$ cat src/rtl/ov7670_capture.sv
// OV7670 RGB444 capture: assembles two camera bytes per pixel and streams
// 12-bit pixels with a raster write address into a frame buffer.
module ov7670_capture #(
   parameter int unsigned H_ACTIVE = 320,
   parameter int unsigned V_ACTIVE = 240,
   parameter int unsigned DEPTH    = 76800
) (
   input  logic                       pclk,
   input  logic                       rst,
   input  logic                       en,
   input  logic                       vsync,
   input  logic                       href,
   input  logic [7:0]                 d,
   output logic [$clog2(DEPTH)-1:0]   wr_addr,
   output logic                       wr_dv,
   output logic [11:0]                wr_data,
   output logic                       frame_done,
   output logic                       overrun
);

   localparam int unsigned ADDR_W = $clog2(DEPTH);
   localparam int unsigned PTR_W  = $clog2(DEPTH + 1);
   localparam int unsigned COL_W  = $clog2(H_ACTIVE + 1);
   localparam int unsigned LINE_W = $clog2(V_ACTIVE + 1);

   localparam logic [COL_W-1:0]  H_LIM  = COL_W'(H_ACTIVE);
   localparam logic [LINE_W-1:0] V_LIM  = LINE_W'(V_ACTIVE);
   localparam logic [PTR_W-1:0]  H_STEP = PTR_W'(H_ACTIVE);

   typedef enum logic [1:0] {
      WAIT_VS = 2'd0,
      ARMED   = 2'd1,
      CAPTURE = 2'd2
   } state_e;

   state_e              state_q, state_d;
   logic                vsync_q;
   logic                href_q;
   logic                phase_q, phase_d;
   logic [3:0]          red_q, red_d;
   logic [COL_W-1:0]    col_q, col_d;
   logic [LINE_W-1:0]   line_q, line_d;
   logic                line_px_q, line_px_d;
   logic [PTR_W-1:0]    base_q, base_d;
   logic [PTR_W-1:0]    ptr_q, ptr_d;
   logic [ADDR_W-1:0]   wr_addr_q, wr_addr_d;
   logic                wr_dv_q, wr_dv_d;
   logic [11:0]         wr_data_q, wr_data_d;
   logic                frame_done_q, frame_done_d;
   logic                overrun_q, overrun_d;

   logic vs_rise_c, vs_fall_c, href_fall_c;

   assign vs_rise_c   = vsync & ~vsync_q;
   assign vs_fall_c   = ~vsync & vsync_q;
   assign href_fall_c = href_q & ~href;

   // Next-state, pixel assembly and address generation
   always_comb begin
      state_d      = state_q;
      phase_d      = phase_q;
      red_d        = red_q;
      col_d        = col_q;
      line_d       = line_q;
      line_px_d    = line_px_q;
      base_d       = base_q;
      ptr_d        = ptr_q;
      wr_addr_d    = wr_addr_q;
      wr_dv_d      = 1'b0;
      wr_data_d    = wr_data_q;
      frame_done_d = 1'b0;
      overrun_d    = overrun_q;

      unique case (state_q)
         WAIT_VS: begin
            if (vsync) state_d = ARMED;
         end

         ARMED: begin
            if (vs_fall_c && en) begin
               state_d   = CAPTURE;
               phase_d   = 1'b0;
               col_d     = '0;
               line_d    = '0;
               line_px_d = 1'b0;
               base_d    = '0;
               ptr_d     = '0;
               wr_addr_d = '0;
               overrun_d = 1'b0;
            end
         end

         CAPTURE: begin
            if (vs_rise_c) begin
               // End of frame wins over any pixel completing in the same cycle
               state_d      = ARMED;
               frame_done_d = 1'b1;
               phase_d      = 1'b0;
               col_d        = '0;
               line_d       = '0;
               line_px_d    = 1'b0;
               base_d       = '0;
               ptr_d        = '0;
            end else if (href) begin
               if (!phase_q) begin
                  red_d   = d[3:0];
                  phase_d = 1'b1;
               end else begin
                  phase_d   = 1'b0;
                  line_px_d = 1'b1;
                  if ((col_q < H_LIM) && (line_q < V_LIM)) begin
                     wr_dv_d   = 1'b1;
                     wr_data_d = {red_q, d};
                     wr_addr_d = ADDR_W'(ptr_q);
                     ptr_d     = ptr_q + 1'b1;
                  end else begin
                     overrun_d = 1'b1;
                  end
                  if (col_q < H_LIM) col_d = col_q + 1'b1;
               end
            end else if (href_fall_c) begin
               // Realign to the next row start regardless of how short the line was
               phase_d   = 1'b0;
               col_d     = '0;
               line_px_d = 1'b0;
               if (line_px_q && (line_q < V_LIM)) begin
                  line_d = line_q + 1'b1;
                  base_d = base_q + H_STEP;
                  ptr_d  = base_q + H_STEP;
               end
            end
         end

         default: state_d = WAIT_VS;
      endcase
   end

   always_ff @(posedge pclk) begin
      if (rst) begin
         state_q      <= WAIT_VS;
         vsync_q      <= 1'b0;
         href_q       <= 1'b0;
         phase_q      <= 1'b0;
         red_q        <= '0;
         col_q        <= '0;
         line_q       <= '0;
         line_px_q    <= 1'b0;
         base_q       <= '0;
         ptr_q        <= '0;
         wr_addr_q    <= '0;
         wr_dv_q      <= 1'b0;
         wr_data_q    <= '0;
         frame_done_q <= 1'b0;
         overrun_q    <= 1'b0;
      end else begin
         state_q      <= state_d;
         vsync_q      <= vsync;
         href_q       <= href;
         phase_q      <= phase_d;
         red_q        <= red_d;
         col_q        <= col_d;
         line_q       <= line_d;
         line_px_q    <= line_px_d;
         base_q       <= base_d;
         ptr_q        <= ptr_d;
         wr_addr_q    <= wr_addr_d;
         wr_dv_q      <= wr_dv_d;
         wr_data_q    <= wr_data_d;
         frame_done_q <= frame_done_d;
         overrun_q    <= overrun_d;
      end
   end

   assign wr_addr    = wr_addr_q;
   assign wr_dv      = wr_dv_q;
   assign wr_data    = wr_data_q;
   assign frame_done = frame_done_q;
   assign overrun    = overrun_q;

endmodule
$ cat config.mk
export PLATFORM = sky130hd
export DESIGN_NAME = ov7670_capture
export DESIGN_NICKNAME = d
export VERILOG_FILES = /design/src/rtl/ov7670_capture.sv
export SDC_FILE = /design/constraint.sdc
export NUM_CORES = 1
export LEC_CHECK = 0
export BUFFER_PORTS_ARGS = -buffer_cell sky130_fd_sc_hd__buf_2
export CORE_UTILIZATION = 40
export DETAILED_ROUTE_END_ITERATION = 8
export HOLD_SLACK_MARGIN = 0.02
export PLACE_DENSITY = 0.61
export SYNTH_ARGS = -nofsm -noshare
export SYNTH_HDL_FRONTEND = slang
export SYNTH_SLANG_ARGS = --single-unit
$ cat constraint.sdc
create_clock -name pclk -period 2.2 [get_ports pclk]
set_input_delay 0.44 -clock pclk [delete_from_list [all_inputs] [get_ports pclk]]
set_output_delay 0.44 -clock pclk [all_outputs]
set_load 0.05 [all_outputs]
* Yosys cells after proc, flatten, opt, wreduce, memory -nomap -nowiden
Index checks and enable logic that the tools add are counted. Widths: inputs -> output; s select.
Operators by class: $add $sub $neg 4, $lt $le $gt $ge 2, equal/unequal tests 18, muxes and demuxes 50, bitwise gates (word level) 9, reductions and logical operators 17
Operators by type and width (count):
- $mux 17 | 13
- $pmux 17 s2 | 3
- $mux 9 | 6
- $mux 8 | 5
- $ne 4x4->1 const B | 5
- $pmux 9 s2 | 1
- $reduce_and 6->1 | 3
- $add 17x1->17 const B | 1
- $add 17x9->17 const B | 1
- $ne 2x2->1 const B | 8
- $pmux 8 s2 | 1
- $reduce_and 5->1 | 3
- $mux 1 | 14
- $add 9x1->9 const B | 1
- $lt 9x9->1 const B | 1
- $ne 3x3->1 const B | 3
- $add 8x1->8 const B | 1
- $lt 8x8->1 const B | 1
- $reduce_and 4->1 | 2
- $mux 2 | 3
- $not 1->1 | 6
- $pmux 1 s2 | 3
- $pmux 2 s3 | 1
- $reduce_and 3->1 | 2
- 8 further kinds | 12
Storage, ports and cells: flip-flop bits (word level) 93, bits of input ports 13, output and inout bits 32, word-level logic and storage cells 115

* Depth between registers and ports, before layout
depth in word-level cells 7, depth in mapped cells 10, depth with buffers taken out 7

* Worst setup path after synthesis
Ideal clock, no wire load.
path kind reg2reg, start register state_q[1], end register wr_addr_q[10] (netlist: wr_addr[10]), library setup time 64 ps, arrival 1809 ps, required time 2136 ps, setup slack 327 ps, cell stages (with the launch flop) 9, buffers on the path 1, clock period less this slack 1873 ps, cell sequence dfxtp_1 -> inv_1 -> ha_1 -> nand2b_1 -> and2_2 -> nor4_4 -> buf_6 -> a22oi_2 -> nor2_2
Between the ends: cells in the longest elaborated chain, start to end 3, elaborated cells on any way between the ends 10, classes of those cells 7 x eq/ne; 1 x mux; 2 x reduce/logical
Ends and longest elaborated chain:
- from (decl) | line 36 | state_e state_q, state_d;
- from (signal assigned) | line 156 | state_q <= state_d;
- $eq 2x2->1 or $eq 2x1->1 (tied branches) | line 74 | unique case (state_q)
- $ne 2x2->1 (no source line) or $reduce_bool 2->1 (tied branches)
- $reduce_and 6->1 (no source line)
- to (signal assigned) | line 166 | wr_addr_q <= wr_addr_d;
- to (decl) | line 46 | logic [ADDR_W-1:0] wr_addr_q, wr_addr_d;
Parallel ways exist; a longest one is shown, timed or not. A chain may end at the register's enable or synchronous reset.

* Worst setup path in the final report
start register state_q[0], end register ptr_q[7]
Between the ends: cells in the longest elaborated chain, start to end 3, elaborated cells on any way between the ends 10, classes of those cells 7 x eq/ne; 1 x mux; 2 x reduce/logical
Ends and longest elaborated chain:
- $eq 2x2->1 or $eq 2x1->1 (tied branches) | line 74
- $ne 4x4->1 (no source line), or another cell as far along
- $reduce_and 6->1 (no source line)
- to (signal assigned) | line 165 | ptr_q <= ptr_d;
- to (decl) | line 45 | logic [PTR_W-1:0] ptr_q, ptr_d;
Parallel ways exist; a longest one is shown, timed or not.

==> out/summary.txt <==
Slowest stage cell, crit path: dfxtp_1
Cells after synthesis: 491
Fin crit share: 0.9324
Sink Count: 87
Post-synthesis sequential area ratio: 0.4034
PortBufs: 44
Final wirelength: 9.800 mm
Dpl ws: 0.1363 ns
Clock skew: 0.01210 ns
Sequential Power Share: 0.453
Post-synth EDFFs: 0
RSZ-0062 raised after global routing: no
Max Fclk: 487.5 MHz
Crit Path Max Fanout: 7
Final hold vios: 0
Avg Cell Area, Syn: 8.794 µm²
Via count: 3715
Yosys cell types: 71
Comb pwr share: 0.228
Final Max Tran Viols: 0
Core area: 0.01042 mm²
Status: finished clean
Yosys warning total: 0
Top post-synthesis cells by area: dfxtp_1 (40%), nor2_1 (6.1%), mux2i_1 (4.9%)
CP arrival: 2.32 ns
Top cell type's share of synthesized area: 0.4034
Share of layout cells above drive strength 1: 0.2177
Post-synthesis net count: 511
Vias in the first global route: 3519
Fin Setup TNS: 0 ns
Relative slew slack: 0.6601
Wirelength per Cell: 14.45 µm
Die Y: 105.9 µm
Post-DRT Antenna Nets: 0
Area grow syn2layout: 14.29%
Number of synthesized register bits: 87
Total die area: 0.01121 mm²
CTS tree: done
Number of diodes: 0
Ports: 45
Pin count of the biggest net entering global routing: 44
Worst path required time: 2.47 ns
DP Wirelength: 7.037 mm
CP endpoint kind: flip-flop
DRC errors left: 0
Crit Path Category: reg2reg
TritonRoute pass-1 iters: 5
Initial antenna violation count: 0
Clock transition at path regs: 0.09 ns
Mapped Area: 0.004318 mm²
Psw: 0.001180 W
Cell Chain, Critical Path: inv_1 > ha_1 > nand4b_1 > a32oi_4 > and3_1 > buf_4 > a21oi_1 > a211oi_1
Gp weighted congestion: 0.9079
Row cnt: 37
Vias per cell: 5.479
Worst Slack Setup Final: 0.1488 ns
Initial core utilization: 0.4145
CP max stage delay: 0.37 ns
Hold/Removal Path Class: in2reg
# hold bufs at CTS: 0
Int Power: 0.002487 W
Slew @ Worst Pin: 0.5099 ns
Final min period: 2.051 ns
Worst-skew pair later-pin latency: 0.36 ns
Global-route wire length before repair: 16.53 mm
Most used DFF post-synth: dfxtp_1
CTS max path bufs: 2
Final Setup Violations: 0
Die X: 105.9 µm
Final Net Count: 557
Grt total ovfl: 0
Tot GR Track Use: 0.1820
Sw Ratio: 0.3218
Startpoint Class: flip-flop
CTS buffer count: 9
Cell accounting for the most synthesized area: dfxtp_1
Clock Power Share: 0.320
Peak VDD IR: 0.4457 mV
Clock root buffer: clkbuf_8
Async set-reset flop share out of synthesis: 0
Violation count after the first detailed-route iteration: 179
Power per cell area: 743.1 mW/mm²
P_leak: 1.844 nW
CTS H-tree lvls: 3
Max-cap violation count: 0
Fin Hold WS: 0.3194 ns
## worst paths after layout
| path | startpoint | endpoint | slack [ns] | cells after the start |
|---|---|---|---|---|
| hold reg to reg | line_q[3] | line_q[3] | 0.49 | 2 |
| setup reg to reg | state_q[0] | ptr_q[7] | 0.15 | 8 |
| setup / recovery | state_q[0] | ptr_q[7] | 0.15 | 8 |
| hold / removal | d[7] | wr_data[7] | 0.32 | 3 |
## power by group through the flow
stage / clock [W] / sequential [W] / combinational [W]
4_1_cts: 0.00122 / 0.00166 / 0.000814
2_1_floorplan: 0 / 0.00169 / 0.000574
6_report: 0.00117 / 0.00166 / 0.000835
3_5_place_dp: 0 / 0.00170 / 0.000810
3_3_place_gp: 0 / 0.00169 / 0.000793
5_1_grt: 0.00128 / 0.00167 / 0.000941
## layout by cell type (no fill, tap or decap), types with 7 or more instances in the layout
cell and instances:
nor2_2 10, inv_1 17, buf_2 44, xnor2_1 8, clkbuf_8 9, mux2i_1 21, a21oi_1 26, a22oi_2 10
nor4_1 7, dfxtp_1 87, buf_4 20, nand3_1 17, a22oi_1 10, or3_1 7, nor2_1 70, xor2_1 13
o21ai_0 17, nor3_1 10, nand4_1 17, nand2_1 28, ha_1 7
## synth_stat cells (2+ instances only)
library cell,instances
a211oi_1,5
a21o_1,4
a21oi_1,26
a22oi_1,10
a22oi_2,10
a311oi_1,2
a31oi_1,3
and3_1,6
and4_1,3
buf_1,2
buf_2,8
buf_4,4
buf_6,4
clkbuf_1,11
dfxtp_1,87
ha_1,7
inv_1,17
mux2i_1,21
nand2_1,28
nand2b_1,6
nand3_1,17
nand4_1,17
nor2_1,70
nor2_2,10
nor2b_1,2
nor3_1,10
nor4_1,7
o2111ai_1,2
o21a_1,2
o21ai_0,17
o221ai_1,2
o22a_1,2
o22ai_1,2
o31a_1,3
o31ai_1,2
o32ai_1,2
or3_1,7
xnor2_1,8
xor2_1,13
## area by class of cell
class / instances / area [µm²]
inverters: 17 / 63.81
flip-flops and latches: 87 / 1742
clock buffers: 9 / 123.9
fillers: 1064 / 5482
repair buffers: 65 / 390.4
multi-input cells: 357 / 2359
clock inverters: 7 / 86.33
well taps: 136 / 170.2
## state kept, by name (all words and copies together) (netlist names), 2 cells and up
| signal | flops |
|---|---|
| base_q | 11 |
| col_q | 9 |
| line_q | 8 |
| ptr_q | 17 |
| red_q | 4 |
| state_q | 2 |
| wr_addr | 17 |
| wr_data | 12 |
## per-layer routing
metal	GRT usage	part of all wire	vias to the layer above
met3	0.03004	0.046	14
met1	0.2391	0.46	1748
met2	0.3011	0.47	95
li1	-	-	1858
met5	0	0	-
met4	0.06647	0.018	0
## repair_timing
item	CTS	global route
resized for setup	0	3
endpoints found under the hold margin	0	0
endpoints found under the setup margin	0	8
setup buffers	0	1
## cell families after synthesis
family,count (synthesis),share of synthesized area
DFF,87,0.4034
xor gates and xnor gates,21,0.04260
and+or+nand+nor,200,0.2431
buffers and inverters,47,0.05477
adders and majority gates,7,0.02028
muxes,22,0.05129
AOI/OAI and AO/OA,107,0.1846
## critical path: cells and delay by family (launching register included)
family                     cells  cell delay, ns
buffers and inverters          2            0.24
adders and majority gates      1            0.30
DFF                            1            0.37
and+or+nand+nor                2            0.45
AOI/OAI and AO/OA              3            0.61
## stage by stage
stage	utilization	area [µm²]	instances	total power [W]
final	0.4738	4935	678	0.003667
after detailed placement	0.4511	4698	661	0.002507
after global routing	0.4738	4935	678	0.003883
after CTS	0.4712	4908	677	0.003689
after global placement	0.4511	4698	661	0.002487
after floorplan	-	4318	491	0.002260
Note: power is estimated with default switching activity, not from simulation.
